===== src/rtl/ecc_scalar_pkg.sv =====
// Shared constants, state encoding and write payload for the ECC scalar feeder.
package ecc_scalar_pkg;

  localparam int unsigned SCALAR_W  = 384;
  localparam int unsigned WORD_W    = 32;
  localparam int unsigned NUM_WORDS = SCALAR_W / WORD_W;
  localparam int unsigned IDX_W     = 9;
  localparam int unsigned WADDR_W   = 4;

  // Bit index of the first digit served (MSB first).
  localparam logic [IDX_W-1:0] IDX_TOP = IDX_W'(SCALAR_W - 1);

  typedef enum logic [1:0] {
    IDLE  = 2'd0,
    ARMED = 2'd1,
    DONE  = 2'd2
  } state_e;

  // One word write into scalar storage.
  typedef struct packed {
    logic               we;
    logic [WADDR_W-1:0] addr;
    logic [WORD_W-1:0]  data;
  } scalar_wr_t;

endpackage


===== src/rtl/ecc_scalar_store.sv =====
// Scalar storage: 12 x 32-bit words written by index, read one bit at a time.
module ecc_scalar_store
  import ecc_scalar_pkg::*;
(
  input  logic             clk,
  input  logic             reset_n,
  input  scalar_wr_t       wr_i,
  input  logic             zeroize_i,
  input  logic [IDX_W-1:0] sel_i,
  output logic             bit_c_o
);

  // Flat image: word w occupies bits [w*WORD_W +: WORD_W].
  logic [SCALAR_W-1:0] scalar_q;

  // Word writes; zeroize wins, indices >= NUM_WORDS match no word and are dropped.
  always_ff @(posedge clk or negedge reset_n) begin
    if (!reset_n) begin
      scalar_q <= '0;
    end else if (zeroize_i) begin
      scalar_q <= '0;
    end else if (wr_i.we) begin
      for (int unsigned w = 0; w < NUM_WORDS; w++) begin
        if (wr_i.addr == WADDR_W'(w)) begin
          scalar_q[w*WORD_W +: WORD_W] <= wr_i.data;
        end
      end
    end
  end

  // Bit-select read of the current scalar image.
  assign bit_c_o = scalar_q[sel_i];

endmodule


===== src/rtl/ecc_scalar_feeder.sv =====
// ECC scalar feeder: serves the stored 384-bit scalar MSB first, one bit per
// rising edge of req_digit_i, and flags protocol errors.
// Option ECC_SCALAR_ZEROIZE_EN: clear scalar storage on entry to DONE.
module ecc_scalar_feeder
  import ecc_scalar_pkg::*;
(
  input  logic               clk,
  input  logic               reset_n,
  input  logic               scalar_we_i,
  input  logic [WADDR_W-1:0] scalar_waddr_i,
  input  logic [WORD_W-1:0]  scalar_wdata_i,
  input  logic               start_i,
  input  logic               clear_i,
  input  logic               req_digit_i,
  output logic               digit_o,
  output logic               ready_o,
  output logic               done_o,
  output logic               err_o
);

  state_e           state_q, state_d;
  logic [IDX_W-1:0] idx_q, idx_d;
  logic             digit_q, digit_d;
  logic             err_q, err_d;
  logic             req_q;
  logic             ready_q, done_q;

  logic             req_edge_c;
  logic             zeroize_c;
  logic             rd_bit_c;
  scalar_wr_t       wr_c;

  // A held request level counts once: only the rising edge is a request.
  assign req_edge_c = req_digit_i & ~req_q;

  ecc_scalar_store u_store (
    .clk      (clk),
    .reset_n  (reset_n),
    .wr_i     (wr_c),
    .zeroize_i(zeroize_c),
    .sel_i    (idx_q),
    .bit_c_o  (rd_bit_c)
  );

  // Next-state, digit, error and storage-control decode in priority order.
  always_comb begin
    state_d   = state_q;
    idx_d     = idx_q;
    digit_d   = digit_q;
    err_d     = err_q;
    zeroize_c = 1'b0;
    wr_c.we   = scalar_we_i & ~clear_i & (state_q != ARMED);
    wr_c.addr = scalar_waddr_i;
    wr_c.data = scalar_wdata_i;

    if (clear_i) begin
      zeroize_c = 1'b1;
      idx_d     = IDX_TOP;
      digit_d   = 1'b0;
      err_d     = 1'b0;
      state_d   = IDLE;
    end else begin
      // Storage is frozen while digits are being served.
      if (scalar_we_i && (state_q == ARMED)) begin
        err_d = 1'b1;
      end
      if (start_i && (state_q != ARMED)) begin
        idx_d   = IDX_TOP;
        err_d   = 1'b0;
        state_d = ARMED;
      end else if (req_edge_c && !start_i) begin
        if (state_q == ARMED) begin
          digit_d = rd_bit_c;
          if (idx_q == '0) begin
            state_d = DONE;
`ifdef ECC_SCALAR_ZEROIZE_EN
            zeroize_c = 1'b1;
`else
            zeroize_c = 1'b0;
`endif
          end else begin
            idx_d = idx_q - IDX_W'(1);
          end
        end else begin
          err_d = 1'b1;
        end
      end
    end
  end

  // State, digit, status and request-history registers.
  always_ff @(posedge clk or negedge reset_n) begin
    if (!reset_n) begin
      state_q <= IDLE;
      idx_q   <= IDX_TOP;
      digit_q <= 1'b0;
      err_q   <= 1'b0;
      req_q   <= 1'b0;
      ready_q <= 1'b0;
      done_q  <= 1'b0;
    end else begin
      state_q <= state_d;
      idx_q   <= idx_d;
      digit_q <= digit_d;
      err_q   <= err_d;
      req_q   <= req_digit_i;
      ready_q <= (state_d == ARMED);
      done_q  <= (state_d == DONE);
    end
  end

  assign digit_o = digit_q;
  assign ready_o = ready_q;
  assign done_o  = done_q;
  assign err_o   = err_q;

endmodule


===== config.mk =====
export PLATFORM = sky130hd
export DESIGN_NAME = ecc_scalar_feeder
export DESIGN_NICKNAME = d
export VERILOG_FILES = /design/src/rtl/ecc_scalar_pkg.sv /design/src/rtl/ecc_scalar_store.sv /design/src/rtl/ecc_scalar_feeder.sv
export SDC_FILE = /design/constraint.sdc
export NUM_CORES = 1
export LEC_CHECK = 0
export CAP_MARGIN = 30
export CELL_PAD_IN_SITES_DETAIL_PLACEMENT = 0
export CELL_PAD_IN_SITES_GLOBAL_PLACEMENT = 1
export CORE_UTILIZATION = 35
export DETAILED_ROUTE_END_ITERATION = 10
export DONT_BUFFER_PORTS = 1
export GPL_TIMING_DRIVEN = 0
export PLACE_DENSITY = 0.63
export SLEW_MARGIN = 25
export SYNTH_ARGS = -nofsm -noshare
export SYNTH_HDL_FRONTEND = slang
export SYNTH_HIERARCHICAL = 1
export SYNTH_SLANG_ARGS = --single-unit

===== constraint.sdc =====
create_clock -name clk -period 2.7 [get_ports clk]
set_input_delay 0.27 -clock clk [delete_from_list [all_inputs] [get_ports clk]]
set_output_delay 0.27 -clock clk [all_outputs]
set_load 0.02 [all_outputs]

==> out/metrics.cfg <==
[detailed_routing]
drt_iter0_drc=1944
vias=16600
routed_wl_mm=76.1
antenna_left=0
drc=0
drtPass1Iterations=5
post_drt_wl_per_cell_um=26.0
via_per_inst=5.68

[global_route]
grt_max_degree=401
track_usage_pct=27.1
grt_pass1_vias=16000
grt.overflow.total=0
grt_first_pass_wirelength_mm=111
antenna_found_initial=1

[setup_path]
critPathRequiredTime_ns=3.17
worst_path_max_delay_cell=mux4_2
crit_type=flip-flop to flip-flop
cp_max_fo=10
r2r_start=idx_q[0]
ff2ff_setup_slack_ns=-0.17
crit_path_frequent_cell=buf_12
reg2reg_depth=10
r2r_end=digit_o
end_kind=flip-flop
critPathMaxStageDelay_ns=0.57
start_kind=flip-flop
cp_cell_sequence=buf_12 > buf_12 > buf_12 > mux4_2 > mux2i_2 > nand4_1 > nand4_1 > o221ai_2 > mux2i_1 > nor2_1
cp.arrival_ns=3.34

[floorplan]
die_h_um=237
placementRows=85
start_util_pct=35.6
core_area_um2=54200
die-area_um2=56200
dieWidth_um=237
num_io_pins=46

[clock_network]
cts.sinks=400
clk_path_buf_depth=3
tritoncts=done
clkTransAtPathRegs_ns=0.06
htreeDepth=2
cts-buffers-inserted=46
clk_latency_ns=0.60
ctsHoldBuffers=39
root_buffer=clkbuf_16

[power]
ir_worst_vdd_mv=0.389
p_total_mw=12.9
power_density_nw_per_um2=571
leakage_nw=9.11

[cells_and_area]
area_delta_synth_final_pct=17.1
num-fill-cells=5336
drive_gt1_share_pct=13.1
fin_area_um2=22600
layout.nets=2233
stdcell_count=2920
diodes=0

[yosys]
synth_warnings=6
synth.top_cell.area_share_pct=50.8
syn_area_per_cell_um2=9.24
yosysMostFrequentCell=nand2_1
yosys.area.top_type=dfrtp_1
synthTopCellsByCount=798 x nand2_1, 392 x a21oi_1, 392 x dfrtp_1
async_reset_ff_share_pct=100
synth_area_um2=19300
ys_seq_area_share_pct=51.8
synth_area_leaders=dfrtp_1 51%, nand2_1 15%, a21oi_1 10%, mux4_2 10%, clkbuf_1 3.1%
synthFlopType=dfrtp_1
ys_ff_latch=400
netlist_instances=2091
synth-edff-count=0
ys_types=54
synth_nets=2134

[run_status]
outcome=finished with violations
violations=hold timing, slew limit, setup timing

[placement]
gp_congestion=0.913
dpl_cell_area_um2=20300
io_buffers=0
dp_hpwl_mm=48.6
placed_cells=2793

[sta]
final_max_slew_viol_count=280
finClkSkew_ns=0.0202
period_needed_ns=2.87
rsz0062_at_grt=true
finalHoldViolations=392
fmax_mhz=348
setup_violations=1
fin_hold_ws_ns=-0.618
tns_ns=-0.173
worstMarginPinSlew_ns=2.06
slew-limit-headroom_pct=-37.2
layout_setup_ws_ns=-0.173
post-route-period-util_pct=106

[min_path]
hold_path_class=input port to async pin

[job]
maxCapViolCount=0

-- report_power, final --
group / switching [mW] / leakage, nW / total (mW) / internal, mW
Clock: 2.59 / 0.730 / 6.19 / 3.61
Sequential: 0.0226 / 5.55 / 6.06 / 6.03
Combinational: 0.509 / 2.83 / 0.675 / 0.167
-- logic make-up after synthesis --
family	after synthesis	share of synthesized area, %
compound gates	449	12.4
fa+ha+maj	1	0.0647
buf+inv	199	4.43
flops	400	51.8
mux	131	12.6
simple gates	911	18.7
-- registers in the layout, summed over array words and instances, names as in the netlist --
register / flops
done_o: 1
err_o: 1
digit_o: 1
u_store/scalar_q: 384
state_q: 2
req_q: 1
ready_o: 1
idx_q: 9
-- worst max-delay path, delay by kind of cell, from the launching register on --
| family | cells | cell delay [ns] |
|---|---|---|
| compound gates | 1 | 0.16 |
| mux | 3 | 1.02 |
| flops | 1 | 0.56 |
| simple gates | 3 | 0.39 |
| buf+inv | 3 | 0.57 |
-- repair_timing --
action                                 in CTS  in global routing
endpoints found under the hold margin     480                400
cloned                                      0                  2
buffers inserted                            4                  1
setup endpoints to repair                 369                223
gates resized for setup                    83                 27
pin swaps                                   3                  4
-- layout make-up --
type / count / area, um2 / area share, %
clock buffers: 69 / 1340 / 5.91
clock inverters: 13 / 134 / 0.592
multi-input cells: 1492 / 8600 / 38.0
well taps: 696 / 871 / 3.85
repair buffers: 52 / 536 / 2.37
flip-flops and latches: 400 / 10000 / 44.3
inverters: 9 / 43.8 / 0.194
plain buffers: 189 / 1080 / 4.79
-- metal layers --
metal | global-route usage, % | part of all wire (%)
met2 | 42.5 | 46
met4 | 11.2 | 4.3
met5 | 0 | 0
met3 | 3.92 | 6.2
met1 | 37.6 | 44
-- worst max path at each step --
stage                     from                    to  slack, ns  depth (start not counted)
CTS                   idx_q[0]               digit_o      -0.21                         10
global route          idx_q[0]               digit_o      -0.25                         10
floorplan             idx_q[0]               digit_o       0.21                         10
detailed placement    idx_q[1]               digit_o      -1.07                         11
global placement    state_q[0]  u_store/scalar_q[63]      -1.09                          7
finish                idx_q[0]               digit_o      -0.17                         10
-- layout by cell type (no fill, tap or decap), types with 24 or more instances in the layout --
cell type and count:
a21oi_1 391, clkbuf_1 133, clkbuf_16 48, clkbuf_2 38, dfrtp_1 392, dlygate4sd3_1 39, mux2i_1 31, mux4_2 87
nand2_1 797, nor2_1 24
-- per-stage QoR --
stage	utilization [%]	setup WS [ns]
2_1_floorplan	-	0.214
5_1_grt	41.7	-0.254
4_1_cts	41.4	-0.205
3_3_place_gp	37.2	-1.09
6_report	41.7	-0.173
3_5_place_dp	37.4	-1.07
No activity file was read; power rests on OpenSTA's default activity.
